## src/rtl/packer_pkg.sv

```systemverilog
// Shared constants and helpers for the k-to-n-bit packer.
package packer_pkg;

  localparam int DEF_FACTOR   = 3;
  localparam int DEF_IN_WIDTH = 8;

  // Counter needs at least one bit even when FACTOR is 1.
  function automatic int cnt_width(input int factor);
    return (factor <= 1) ? 1 : $clog2(factor);
  endfunction

  typedef logic [cnt_width(DEF_FACTOR)-1:0] cnt_t;

endpackage

```

## src/rtl/packer_k_to_nbit_if.sv

```systemverilog
// Word-in / packed-word-out bus between the packer and its neighbours.
interface packer_k_to_nbit_if
  import packer_pkg::*;
#(
  parameter int FACTOR   = DEF_FACTOR,
  parameter int IN_WIDTH = DEF_IN_WIDTH
);
  logic [IN_WIDTH-1:0]        data_in;
  logic [FACTOR*IN_WIDTH-1:0] data_out;

  modport master (output data_in, input data_out);
  modport slave  (input data_in, output data_out);
endinterface

```

## src/rtl/packer_word_counter.sv

```systemverilog
// Modulo-FACTOR word counter; last flags the final word of a group.
module packer_word_counter
  import packer_pkg::*;
#(
  parameter int FACTOR = DEF_FACTOR,
  localparam int CW    = cnt_width(FACTOR)
) (
  input  logic          clk,
  input  logic          rst,
  output logic [CW-1:0] cnt,
  output logic          last
);

  assign last = (cnt == CW'(FACTOR - 1));

  always_ff @(posedge clk) begin
    if (rst) begin
      cnt <= '0;
    end else if (last) begin
      cnt <= '0;
    end else begin
      cnt <= cnt + 1'b1;
    end
  end

endmodule

```

## src/rtl/packer_k_to_nbit.sv

```systemverilog
// Packs FACTOR consecutive IN_WIDTH-bit words into one registered output word.
// Build option: define PACKER_LSB_FIRST_EN to place the first-received word in the LSBs.
module packer_k_to_nbit
  import packer_pkg::*;
#(
  parameter int FACTOR   = DEF_FACTOR,
  parameter int IN_WIDTH = DEF_IN_WIDTH
) (
  input  logic               clk,
  input  logic               rst,
  packer_k_to_nbit_if.slave  bus
);

  localparam int CW = cnt_width(FACTOR);
  localparam int SW = (FACTOR > 1) ? FACTOR - 1 : 1;
  localparam int OW = FACTOR * IN_WIDTH;

  if (FACTOR < 1 || IN_WIDTH < 1) begin : g_bad_params
    $error("packer_k_to_nbit: FACTOR and IN_WIDTH must both be >= 1");
  end

  logic [CW-1:0]       cnt;
  logic                last;
  logic [IN_WIDTH-1:0] stage_p0 [SW];
  logic [OW-1:0]       pack_word;
  logic [OW-1:0]       data_out_p1;

  function automatic int slot_base(input int k);
`ifdef PACKER_LSB_FIRST_EN
    return k * IN_WIDTH;
`else
    return (FACTOR - 1 - k) * IN_WIDTH;
`endif
  endfunction

  packer_word_counter #(.FACTOR(FACTOR)) u_counter (
    .clk  (clk),
    .rst  (rst),
    .cnt  (cnt),
    .last (last)
  );

  // Stage p0: hold words 0..FACTOR-2 until the group completes
  always_ff @(posedge clk) begin
    for (int k = 0; k < SW; k++) begin
      if (rst) begin
        stage_p0[k] <= '0;
      end else if (!last && cnt == CW'(k)) begin
        stage_p0[k] <= bus.data_in;
      end
    end
  end

  // The final word bypasses staging so the packed word lands on the same edge.
  always_comb begin
    pack_word = '0;
    for (int k = 0; k < FACTOR - 1; k++) begin
      pack_word[slot_base(k) +: IN_WIDTH] = stage_p0[k];
    end
    pack_word[slot_base(FACTOR - 1) +: IN_WIDTH] = bus.data_in;
  end

  // Stage p1: output register, updated only on group completion
  always_ff @(posedge clk) begin
    if (rst) begin
      data_out_p1 <= '0;
    end else if (last) begin
      data_out_p1 <= pack_word;
    end
  end

  assign bus.data_out = data_out_p1;

endmodule

```

## src/flat_wrapper.sv

```systemverilog
// flat-port wrapper written by rule: the top's interface ports become plain ports
module packer_k_to_nbit_flat import packer_pkg::*;
#(
  parameter int FACTOR   = DEF_FACTOR,
  parameter int IN_WIDTH = DEF_IN_WIDTH
)
  (clk, rst, bus_data_in, bus_data_out);
  packer_k_to_nbit_if #(.FACTOR(FACTOR), .IN_WIDTH(IN_WIDTH)) bus_i ();
  input  logic clk;
  input  logic rst;
  input wire logic [$bits(bus_i.data_in)-1:0] bus_data_in;
  output wire logic [$bits(bus_i.data_out)-1:0] bus_data_out;
  assign bus_i.data_in = bus_data_in;
  assign bus_data_out = bus_i.data_out;
  packer_k_to_nbit #(.FACTOR(FACTOR), .IN_WIDTH(IN_WIDTH)) u_core (.clk(clk), .rst(rst), .bus(bus_i));
endmodule
```

## config.mk

```make
export PLATFORM = sky130hd
export DESIGN_NAME = packer_k_to_nbit_flat
export DESIGN_NICKNAME = d
export VERILOG_FILES = /design/src/rtl/packer_pkg.sv /design/src/rtl/packer_k_to_nbit_if.sv /design/src/rtl/packer_word_counter.sv /design/src/rtl/packer_k_to_nbit.sv /design/src/flat_wrapper.sv
export SDC_FILE = /design/constraint.sdc
export NUM_CORES = 1
export LEC_CHECK = 0
export CAP_MARGIN = 20
export CORE_MARGIN = 3
export CORE_UTILIZATION = 53
export CTS_CLUSTER_DIAMETER = 200
export DETAILED_ROUTE_END_ITERATION = 6
export GPL_TIMING_DRIVEN = 0
export PLACE_DENSITY = 0.8
export SLEW_MARGIN = 30
export SYNTH_ARGS = -nofsm -noshare
export SYNTH_HDL_FRONTEND = slang
export SYNTH_SLANG_ARGS = --single-unit
```

## constraint.sdc

```tcl
create_clock -name clk -period 2.3 [get_ports clk]
set_input_delay 0.46 -clock clk [delete_from_list [all_inputs] [get_ports clk]]
set_output_delay 0.46 -clock clk [all_outputs]
set_load 0.05 [all_outputs]
```

==> metrics.cfg <==
[timing]
final_max_slew_viol_count = 0
rsz0062_at_grt = false
hold_viol_final = 0
worst_clock_skew_ns = 0.00631
min_period_ns = 1.98
relSlewSlack_pct = 65.4
finalSetupViolations = 0
period_share_pct = 86.1
tns_ns = 0
worstMarginPinSlew_ns = 0.518
max_freq_mhz = 505

[die]
ios = 34
die_w_um = 60.9
die-area_um2 = 3710
row_count = 19
coreArea_um2 = 2810
die_y_um = 60.9
initial_core_util_pct = 57.0

[outcome]
status = finished, final reports clean

[critical_path]
critical_path.slowest_cell = clkdlybuf4s50_1
end_kind = output port
arrival_ns = 1.52
r2r.worst_path.cells = 4
max_stage_delay_ns = 0.82
critPathLaunchType = flip-flop
crit_type = reg -> out
crit_required_ns = 1.84
path_max_fanout = 2
path_cells = clkdlybuf4s50_1
r2r_end = u_core.stage_p0[1][7]$_SDFFCE_PN0P_
r2r_slack_ns = 0.97
r2r-start = u_core.u_counter.cnt[1]$_SDFF_PP0_
cp_top_family = buffers and inverters
critPathBufInv = 1

[placement]
io_buffers = 33
dp_hpwl_um = 2030
gp_congestion = 0.763

[clock_tree]
cts_buffer_depth = 2
clk_pin_slew_worst_paths_ns = 0.12
cts_buffers = 5
clk_latency_ns = 0.34
cts_tree = done
cts_resized = 0
ctsHoldBuffers = 0
clock_sinks = 42
htreeDepth = 2
post-cts-setup-buffers = 0
clock-root-buffer = clkbuf_4

[synthesis]
synth_ff_type = dfxtp_1
yosysTopAreaCellShare_pct = 32.6
synth_area_leader_cell = dfxtp_1
synth-edff-count = 16
syn_nets = 136
async_flop_share_pct = 0
syn_inst = 123
synth.most_common_cell = dfxtp_1
syn_area_um2 = 1600
netlist_top_cells_count = dfxtp_1, mux2i_1, nor2_1
ys_warn_count = 0
synthDistinctLibCells = 15
synth_area_per_cell_um2 = 13.0
ys_top_cells_by_area = dfxtp_1, edfxtp_1, mux2i_1, and2_1, nor2_1
synth_seq_cells = 42
ys_seq_area_share_pct = 62.6

[layout]
synthToLayoutAreaGrowth_pct = 26.2
multi_input_area_um2 = 505
regArea_um2 = 1000
nets = 176
insertedDiodeCount = 0
drive_gt1_share_pct = 7.93
fin_util_pct = 71.9
fill_cells = 211

[min_path]
worstHoldStart = u_core.u_counter.cnt[0]$_SDFF_PP0_
hold_end = u_core.u_counter.cnt[0]$_SDFF_PP0_
hold_depth = 1
hp-class = reg -> reg

[drt]
vias = 988
dr.first_iter.drc_count = 33
via_per_inst = 5.07
totalWireLength_um = 2830
drc = 0
first_pass_iters = 4
ant_nets = 0
wl_per_cell_um = 14.5

[pwr]
power.density_nw_per_um2 = 831
ir_drop_mv = 0.522
cellLeakagePower_nw = 0.751

[job]
cap_violations = 0

[global_route]
grt.total_usage_pct = 17.7
antenna_found_initial = 0
grt_remaining_overflow = 0
grt_pass1_wl_um = 4550
grt_max_degree = 13
grt_pass1_vias = 966

[area by class of cell]
class	instances	area share, %
tap	31	1.92
sequential	42	49.7
multi-input combinational	73	25.1
inverter	2	0.372
buffer	6	4.16
timing repair buffer	33	16.4
clock buffer	8	2.42
[stage by stage]
stage	total power [mW]	setup WS (ns)	instances	hold slack, ns	area (um2)
6_report	1.68	0.320	195	0.455	2020
2_1_floorplan	1.23	1.07	123	0.418	1600
4_1_cts	1.68	0.301	195	0.457	2020
3_3_place_gp	1.34	0.514	187	0.429	1970
3_5_place_dp	1.36	0.503	187	0.440	1970
5_1_grt	1.75	0.237	195	0.501	2020
[worst reg2reg max path: stages (launching register included)]
cell and delay (ns):
dfxtp_1 0.33, inv_1 0.07, ha_1 0.14, nor2b_1 0.44
and2_1 0.22
[registers in the layout, summed over array words and instances, names as in the netlist]
register,flops
u_core.stage_p0,16
bus_data_out,16
u_core.bus.data_out,8
u_core.u_counter.cnt,2
[power breakdown]
group          internal, mW  switching [mW]
logic                 0.180           0.250
registers             0.872          0.0334
clock network         0.122           0.218
[how the worst max path moves through the flow]
stage | startpoint | endpoint | slack [ns] | cells after the start
2_1_floorplan | rst | u_core.stage_p0[0][0]$_SDFFCE_PN0P_ | 1.07 | 2
3_3_place_gp | rst | u_core.stage_p0[1][1]$_SDFFCE_PN0P_ | 0.51 | 3
3_5_place_dp | rst | u_core.stage_p0[1][1]$_SDFFCE_PN0P_ | 0.50 | 3
4_1_cts | u_core.bus.data_out[2]$_SDFFE_PP0N_ | bus_data_out[2] | 0.30 | 1
5_1_grt | u_core.bus.data_out[2]$_SDFFE_PP0N_ | bus_data_out[2] | 0.24 | 1
6_report | bus_data_out[16]$_SDFFE_PP0N_ | bus_data_out[16] | 0.32 | 1
[routing by layer]
layer / wire length (um) / GRT usage, % / vias up
li1: - / - / 486
met1: 1200 / 21.2 / 474
met2: 1450 / 27.8 / 26
met3: 164 / 8.94 / 2
met4: 20 / 5.57 / 0
met5: 0 / 0 / -
[placed cells by master (no fill, tap or decap)]
| master | count |
|---|---|
| buf_6 | 1 |
| buf_12 | 2 |
| dfxtp_1 | 26 |
| clkbuf_1 | 3 |
| nor2_1 | 24 |
| nor3_1 | 1 |
| inv_1 | 2 |
| nor3b_1 | 1 |
| and2_1 | 16 |
| or2_2 | 2 |
| clkbuf_8 | 2 |
| mux2i_1 | 24 |
| clkbuf_4 | 5 |
| ha_1 | 3 |
| buf_2 | 1 |
| clkdlybuf4s50_1 | 33 |
| nor2b_1 | 2 |
| edfxtp_1 | 16 |
[logic make-up after synthesis]
logic type	count (synthesis)	share of synthesized area, %
flops	42	62.6
simple gates	46	14.3
mux	24	15.0
fa+ha+maj	3	2.35
buf+inv	8	5.72
Power figures use the tool's default switching activity.
